[src/rtl/mdu_iter.sv]
// Iterative signed/unsigned multiply (MUL_STEP bits/cycle) and restoring divide (1 bit/cycle).
// Latency N+2 cycles from acceptance; stallreq_o holds EX until the result pulse, annul_i aborts.
module mdu_iter #(
    parameter int WIDTH    = 32,
    parameter int MUL_STEP = 1
) (
    input  logic                 clk,
    input  logic                 rst,
    input  logic                 start_i,
    input  logic                 annul_i,
    input  logic [1:0]           op_i,
    input  logic [WIDTH-1:0]     opdata1_i,
    input  logic [WIDTH-1:0]     opdata2_i,
    output logic [2*WIDTH-1:0]   result_o,
    output logic                 ready_o,
    output logic                 busy_o,
    output logic                 stallreq_o
);

    localparam int CW = $clog2(WIDTH + 1);
    localparam logic [CW-1:0] N_MUL = CW'(WIDTH / MUL_STEP);
    localparam logic [CW-1:0] N_DIV = CW'(WIDTH);

    typedef enum logic [1:0] {
        S_IDLE,
        S_RUN,
        S_FIX,
        S_DONE
    } state_t;

    state_t               state_q, state_d;
    logic [1:0]           op_q, op_d;
    logic [WIDTH-1:0]     mag1_q, mag1_d;
    logic [WIDTH-1:0]     mag2_q, mag2_d;
    logic [2*WIDTH-1:0]   acc_q, acc_d;
    logic [CW-1:0]        cnt_q, cnt_d;
    logic                 neg1_q, neg1_d;
    logic                 neg2_q, neg2_d;
    logic                 dz_q, dz_d;
    logic [2*WIDTH-1:0]   result_q, result_d;

    // Operand conditioning at acceptance: magnitudes and sign flags
    logic                 in_neg1, in_neg2, in_dz;
    logic [WIDTH-1:0]     abs1, abs2;

    assign in_neg1 = op_i[0] & opdata1_i[WIDTH-1];
    assign in_neg2 = op_i[0] & opdata2_i[WIDTH-1];
    assign abs1    = in_neg1 ? (~opdata1_i + 1'b1) : opdata1_i;
    assign abs2    = in_neg2 ? (~opdata2_i + 1'b1) : opdata2_i;
    assign in_dz   = op_i[1] & (opdata2_i == '0);

    // Multiply step: acc = {partial hi, remaining multiplier bits}
    logic [WIDTH+MUL_STEP-1:0] pp;
    logic [WIDTH+MUL_STEP-1:0] hi_sum;
    logic [2*WIDTH-1:0]        mul_next;

    always_comb begin
        pp = '0;
        for (int i = 0; i < MUL_STEP; i++) begin
            if (acc_q[i]) begin
                pp = pp + ((WIDTH+MUL_STEP)'(mag1_q) << i);
            end
        end
        hi_sum   = (WIDTH+MUL_STEP)'(acc_q[2*WIDTH-1:WIDTH]) + pp;
        mul_next = (2*WIDTH)'({hi_sum, acc_q[WIDTH-1:0]} >> MUL_STEP);
    end

    // Divide step: acc = {partial remainder, dividend bits shifting into quotient}
    logic [WIDTH:0]       rem_sh;
    logic [WIDTH:0]       diff;
    logic [2*WIDTH-1:0]   div_next;

    always_comb begin
        rem_sh = {acc_q[2*WIDTH-1:WIDTH], acc_q[WIDTH-1]};
        diff   = rem_sh - {1'b0, mag2_q};
        if (diff[WIDTH]) begin
            div_next = {rem_sh[WIDTH-1:0], acc_q[WIDTH-2:0], 1'b0};
        end else begin
            div_next = {diff[WIDTH-1:0], acc_q[WIDTH-2:0], 1'b1};
        end
    end

    // Sign fix-up; divide-by-zero returns all-ones quotient and the original dividend
    logic [2*WIDTH-1:0]   prod;
    logic [WIDTH-1:0]     quo, rem;
    logic [2*WIDTH-1:0]   fix_res;

    always_comb begin
        prod = (neg1_q ^ neg2_q) ? (~acc_q + 1'b1) : acc_q;
        quo  = acc_q[WIDTH-1:0];
        rem  = acc_q[2*WIDTH-1:WIDTH];
        if (dz_q) begin
            quo = '1;
            rem = neg1_q ? (~mag1_q + 1'b1) : mag1_q;
        end else begin
            if (neg1_q ^ neg2_q) begin
                quo = ~quo + 1'b1;
            end
            if (neg1_q) begin
                rem = ~rem + 1'b1;
            end
        end
        fix_res = op_q[1] ? {rem, quo} : prod;
    end

    always_comb begin
        state_d  = state_q;
        op_d     = op_q;
        mag1_d   = mag1_q;
        mag2_d   = mag2_q;
        acc_d    = acc_q;
        cnt_d    = cnt_q;
        neg1_d   = neg1_q;
        neg2_d   = neg2_q;
        dz_d     = dz_q;
        result_d = result_q;
        ready_o  = 1'b0;

        case (state_q)
            S_IDLE: begin
                if (start_i && !annul_i) begin
                    op_d   = op_i;
                    mag1_d = abs1;
                    mag2_d = abs2;
                    neg1_d = in_neg1;
                    neg2_d = in_neg2;
                    dz_d   = in_dz;
                    acc_d  = {{WIDTH{1'b0}}, (op_i[1] ? abs1 : abs2)};
                    if (!op_i[1]) begin
                        cnt_d   = N_MUL;
                        state_d = S_RUN;
                    end else if (in_dz) begin
                        cnt_d   = '0;
                        state_d = S_FIX;
                    end else begin
                        cnt_d   = N_DIV;
                        state_d = S_RUN;
                    end
                end
            end
            S_RUN: begin
                if (annul_i) begin
                    state_d = S_IDLE;
                end else begin
                    acc_d = op_q[1] ? div_next : mul_next;
                    cnt_d = cnt_q - CW'(1);
                    if (cnt_q == CW'(1)) begin
                        state_d = S_FIX;
                    end
                end
            end
            S_FIX: begin
                state_d = S_IDLE;
                if (!annul_i) begin
                    result_d = fix_res;
                    state_d  = S_DONE;
                end
            end
            S_DONE: begin
                ready_o = !annul_i;
                state_d = S_IDLE;
            end
            default: state_d = S_IDLE;
        endcase
    end

    always_ff @(posedge clk or posedge rst) begin
        if (rst) begin
            state_q  <= S_IDLE;
            op_q     <= '0;
            mag1_q   <= '0;
            mag2_q   <= '0;
            acc_q    <= '0;
            cnt_q    <= '0;
            neg1_q   <= 1'b0;
            neg2_q   <= 1'b0;
            dz_q     <= 1'b0;
            result_q <= '0;
        end else begin
            state_q  <= state_d;
            op_q     <= op_d;
            mag1_q   <= mag1_d;
            mag2_q   <= mag2_d;
            acc_q    <= acc_d;
            cnt_q    <= cnt_d;
            neg1_q   <= neg1_d;
            neg2_q   <= neg2_d;
            dz_q     <= dz_d;
            result_q <= result_d;
        end
    end

    assign result_o   = result_q;
    assign busy_o     = (state_q != S_IDLE);
    assign stallreq_o = (state_q == S_RUN) || (state_q == S_FIX) ||
                        ((state_q == S_IDLE) && start_i && !annul_i);

endmodule
[config.mk]
export PLATFORM = sky130hd
export DESIGN_NAME = mdu_iter
export DESIGN_NICKNAME = d
export VERILOG_FILES = /design/src/rtl/mdu_iter.sv
export SDC_FILE = /design/constraint.sdc
export NUM_CORES = 1
export LEC_CHECK = 0
export BUFFER_PORTS_ARGS = -buffer_cell sky130_fd_sc_hd__clkbuf_2
export CAP_MARGIN = 20
export CELL_PAD_IN_SITES_DETAIL_PLACEMENT = 1
export CELL_PAD_IN_SITES_GLOBAL_PLACEMENT = 1
export CORE_AREA = 2 2 205 207
export DETAILED_ROUTE_END_ITERATION = 10
export DIE_AREA = 0 0 207 209
export GPL_TIMING_DRIVEN = 0
export HOLD_SLACK_MARGIN = 0.06
export MAX_ROUTING_LAYER = met4
export PLACE_DENSITY_LB_ADDON = 0.1
export SLEW_MARGIN = 20
export SYNTH_ARGS = -nofsm -noshare
export SYNTH_HDL_FRONTEND = slang
export SYNTH_SLANG_ARGS = --single-unit
export TNS_END_PERCENT = 10
[constraint.sdc]
create_clock -name clk -period 5.5 [get_ports clk]
set_clock_uncertainty 0.2 [all_clocks]
set_input_delay 0.275 -clock clk [delete_from_list [all_inputs] [get_ports clk]]
set_output_delay 0.275 -clock clk [all_outputs]
set_load 0.05 [all_outputs]
==> summary.txt <==
Placed design
  • Routability congestion estimate: 0.9741
  • IO buf count: 134
  • Hpwl dp: 60090 um
  • Worst-case setup slack after placement: 0.5161 ns

Detailed routing
  • Ratio of routed vias to standard cells: 6.071
  • Vias after detailed routing: 17900
  • Pre-Repair DR Iteration Count: 5
  • Number of nets with antenna violations after detailed routing: 0
  • WL final: 75770 um
  • Routed len/inst: 25.70 um
  • DRC violations left: 0
  • Iter 0 DRT Violations: 1106

Cells and area
  • Multi-input combinational cell area: 11090 um2
  • Storage cell area: 5105 um2
  • Count of inserted antenna diode cells: 0
  • Nets: 2536
  • Commonest non-fill, non-tap cells in the layout: sky130_fd_sc_hd__nand2_1 (228), sky130_fd_sc_hd__o21ai_0 (214), sky130_fd_sc_hd__dfrtp_1 (204)
  • Fraction of final layout cells with drive strength greater than 1: 10.34%
  • Utilization of the core after routing: 48.79%
  • Layout overhead on the synthesized area: 18.41%
  • Most common cell after layout, fill and taps aside: sky130_fd_sc_hd__nand2_1
  • Count of fill cells added during filler insertion: 5109

Worst setup path
  • CP startpoint kind: flop
  • Arrival time of the worst setup path: 4.95 ns
  • Cell repeated most along the worst path: sky130_fd_sc_hd__o31ai_1
  • Ordered list of cells on the worst path: clkbuf_1 > and2_1 > ha_1 > nor2b_1 > o31ai_1 > a211oi_1 > o41ai_2 > o41ai_1 > o31ai_1 > a31oi_1 > xnor2_1 > o221ai_1
  • Worst endpoint required time: 5.71 ns
  • Worst Path Max Fanout: 10
  • Classification of the worst setup path: flop to flop
  • Endpoint type of the worst setup path: flop
  • Library cell contributing the largest single delay on the critical path: sky130_fd_sc_hd__o41ai_2
  • CP peak stage delay: 0.71 ns

Synthesis
  • Register area share after synthesis: 30.01%
  • Mapped Nets: 2297
  • Synth cell types: 80
  • Number of synthesized register bits: 204
  • Mean instance size in the synthesized netlist: 7.913 um2
  • Number of enable-type register cells in the synthesized netlist: 0
  • Prevailing post-synth register cell: sky130_fd_sc_hd__dfrtp_1
  • Netlist area before placement: 17010 um2
  • Fraction of synthesis flops using an asynchronous set or reset pin: 100.0%
  • Number of warnings issued by yosys: 0
  • Count of mapped cells out of synthesis: 2150

Pwr
  • Clock network fraction of total power: 13.4%
  • IR Drop Worst-Case VDD: 0.0004100 V
  • Portion of total power attributed to combinational logic: 64.2%
  • Sw Pwr: 7.624 mW
  • Sequential share of power: 22.4%
  • Power density over the cells: 694.5 nW/um2
  • Leakage power of the design: 8.483 nW
  • Internal Pwr Total: 6.367 mW
  • Switching portion of total power: 54.49%

Timing
  • Pins Over Slew Limit: 0
  • RSZ-0062 raised after global routing: false
  • Final critical path time including I/O delays and setup: 4.738 ns
  • Tcrit/Tclk final: 86.14%
  • Slew at the pin closest to its max-slew limit: 1.038 ns
  • Final hold vios: 0
  • Highest Clock Rate: 211.1 MHz
  • Total Negative Setup Slacks: 0 ns
  • Post-layout worst setup margin: 0.7621 ns
  • Worst rel slew slack: 30.51%
  • Count of final setup violators: 0

Run status
  • Result of the run: completed

Clock tree
  • CTS tree: done
  • Root buf cell: sky130_fd_sc_hd__clkbuf_16
  • Count of clock tree sinks: 204
  • Deepest clock path buffer count: 3
  • CTS H-tree lvls: 1
  • # resized after CTS: 0
  • Number of buffers added by the clock tree synthesis step: 26
  • Clock transition time at the flip-flop clock pins of the worst setup and hold paths: 0.06 ns
  • Clock latency reported for the late side of the worst-skew pair: 0.58 ns

Job
  • Count of maximum capacitance violations: 0

Floorplan
  • Floorplan row count: 75
  • Initial standard-cell utilization of the core: 41.20%
  • Core Footprint: 41290 um2
  • Width of the die: 207 um
  • Die footprint: 43260 um2
  • I/O pins: 137
  • Chip height: 209 um

GRT
  • Global-route wire length before repair: 114000 um
  • Remaining Overflow, GRT: 0
  • Maximum number of pins on one net before global-route repair: 35
  • Vias in the first global route: 18350
  • Initial antenna violation count: 0
  • Global routing usage summed across all routing layers: 35.49%

Hold path
  • Min-delay worst type: input pin to async pin
state kept, by name, summed over array words and instances (netlist names):
name / flops
acc_q: 64
result_o: 64
mag1_q: 32
mag2_q: 32
cnt_q: 6
state_q: 2
dz_q: 1
neg1_q: 1
neg2_q: 1
op_q: 1
per-layer routing:
metal | part of all wire, % | wire length (um) | up-vias | global-route usage [%]
met5 | 0 | 0 | - | -
met4 | 4.4 | 3340 | 0 | 13.13
met3 | 4.7 | 3528 | 165 | 2.916
met2 | 48 | 36040 | 567 | 58.37
met1 | 43 | 32870 | 9024 | 45.80
li1 | - | - | 8141 | -
stage by stage:
stage                     instance area, um2  total power [mW]  cells  hold slack, ns
after floorplan                        17020             8.955   2150          0.2110
after global placement                 18360             11.74   2823          0.2620
after detailed placement               18510             11.93   2830          0.1273
after CTS                              20140             13.90   2948         0.06562
after global routing                   20140             14.87   2948          0.1059
final                                  20140             13.99   2948         0.09535
path summary, 6_finish.rpt:
kind / startpoint / end / slack (ns) / cells past startpoint
max: acc_q[0] / acc_q[59] / 0.76 / 12
min: rst / result_o[58] / 0.1 / 3
max reg2reg: acc_q[0] / acc_q[59] / 0.76 / 12
min reg2reg: result_o[49] / result_o[49] / 0.28 / 2
max in group asynchronous: rst / mag2_q[19] / 4.00 / 6
min in group clk: annul_i / state_q[1] / 0.10 / 4
worst max-delay path, delay by kind of cell (launching register included):
kind                       cells  cell delay (ns)
AOI/OAI and AO/OA              7             2.50
xor gates and xnor gates       1             0.28
adders and majority gates      1             0.26
buffers and inverters          1             0.36
DFF                            1             0.62
and+or+nand+nor                2             0.35
cells in the mapped netlist, types with 24 or more instances:
| master | n | share of area, % |
|---|---|---|
| sky130_fd_sc_hd__xor2_1 | 100 | 5.1 |
| sky130_fd_sc_hd__o21ai_0 | 214 | 6.3 |
| sky130_fd_sc_hd__mux2i_1 | 37 | 2.2 |
| sky130_fd_sc_hd__nand3_1 | 24 | 0.71 |
| sky130_fd_sc_hd__and2_1 | 37 | 1.4 |
| sky130_fd_sc_hd__ha_1 | 75 | 5.5 |
| sky130_fd_sc_hd__o211ai_1 | 30 | 1.3 |
| sky130_fd_sc_hd__dfrtp_1 | 204 | 30 |
| sky130_fd_sc_hd__o31ai_1 | 26 | 1.1 |
| sky130_fd_sc_hd__mux2_2 | 24 | 1.6 |
| sky130_fd_sc_hd__nand2_1 | 228 | 5.0 |
| sky130_fd_sc_hd__a211oi_1 | 28 | 1.2 |
| sky130_fd_sc_hd__xnor2_1 | 133 | 6.8 |
| sky130_fd_sc_hd__nor2_1 | 193 | 4.3 |
| sky130_fd_sc_hd__nand2b_1 | 26 | 0.96 |
| sky130_fd_sc_hd__inv_1 | 75 | 1.7 |
| sky130_fd_sc_hd__a21oi_1 | 203 | 6.0 |
| sky130_fd_sc_hd__nor3_1 | 49 | 1.4 |
| sky130_fd_sc_hd__clkbuf_1 | 122 | 2.7 |
cells by family after synthesis:
family / after synthesis / share of synthesized area, %
compound gates: 663 / 23.71
xor+xnor: 233 / 12.00
fa+ha+maj: 77 / 5.751
buf+inv: 217 / 4.832
flops: 204 / 30.01
mux: 62 / 3.898
simple gates: 694 / 19.81
power groups by stage:
stage | logic (mW) | registers [mW] | clock network (mW)
3_3_place_gp | 8.64 | 3.10 | 0
6_report | 8.99 | 3.13 | 1.87
3_5_place_dp | 8.80 | 3.13 | 0
2_1_floorplan | 5.51 | 3.44 | 0
4_1_cts | 8.90 | 3.11 | 1.89
5_1_grt | 9.74 | 3.19 | 1.94
what timing repair did:
item / 4_1_cts / 5_1_grt
endpoints found under the setup margin: 0 / 0
buffers inserted: 0 / 0
hold buffers: 70 / 0
hold endpoints to repair: 136 / 0
layout make-up:
type                    instances  area share [%]
inverters                      75           1.416
plain buffers                 142           2.689
flip-flops and latches        204           25.34
repair buffers                211           7.540
clock inverters                12          0.9317
multi-input cells            1729           55.07
clock buffers                  36           3.665
well taps                     539           3.348
No activity file was read; power rests on OpenSTA's default activity.
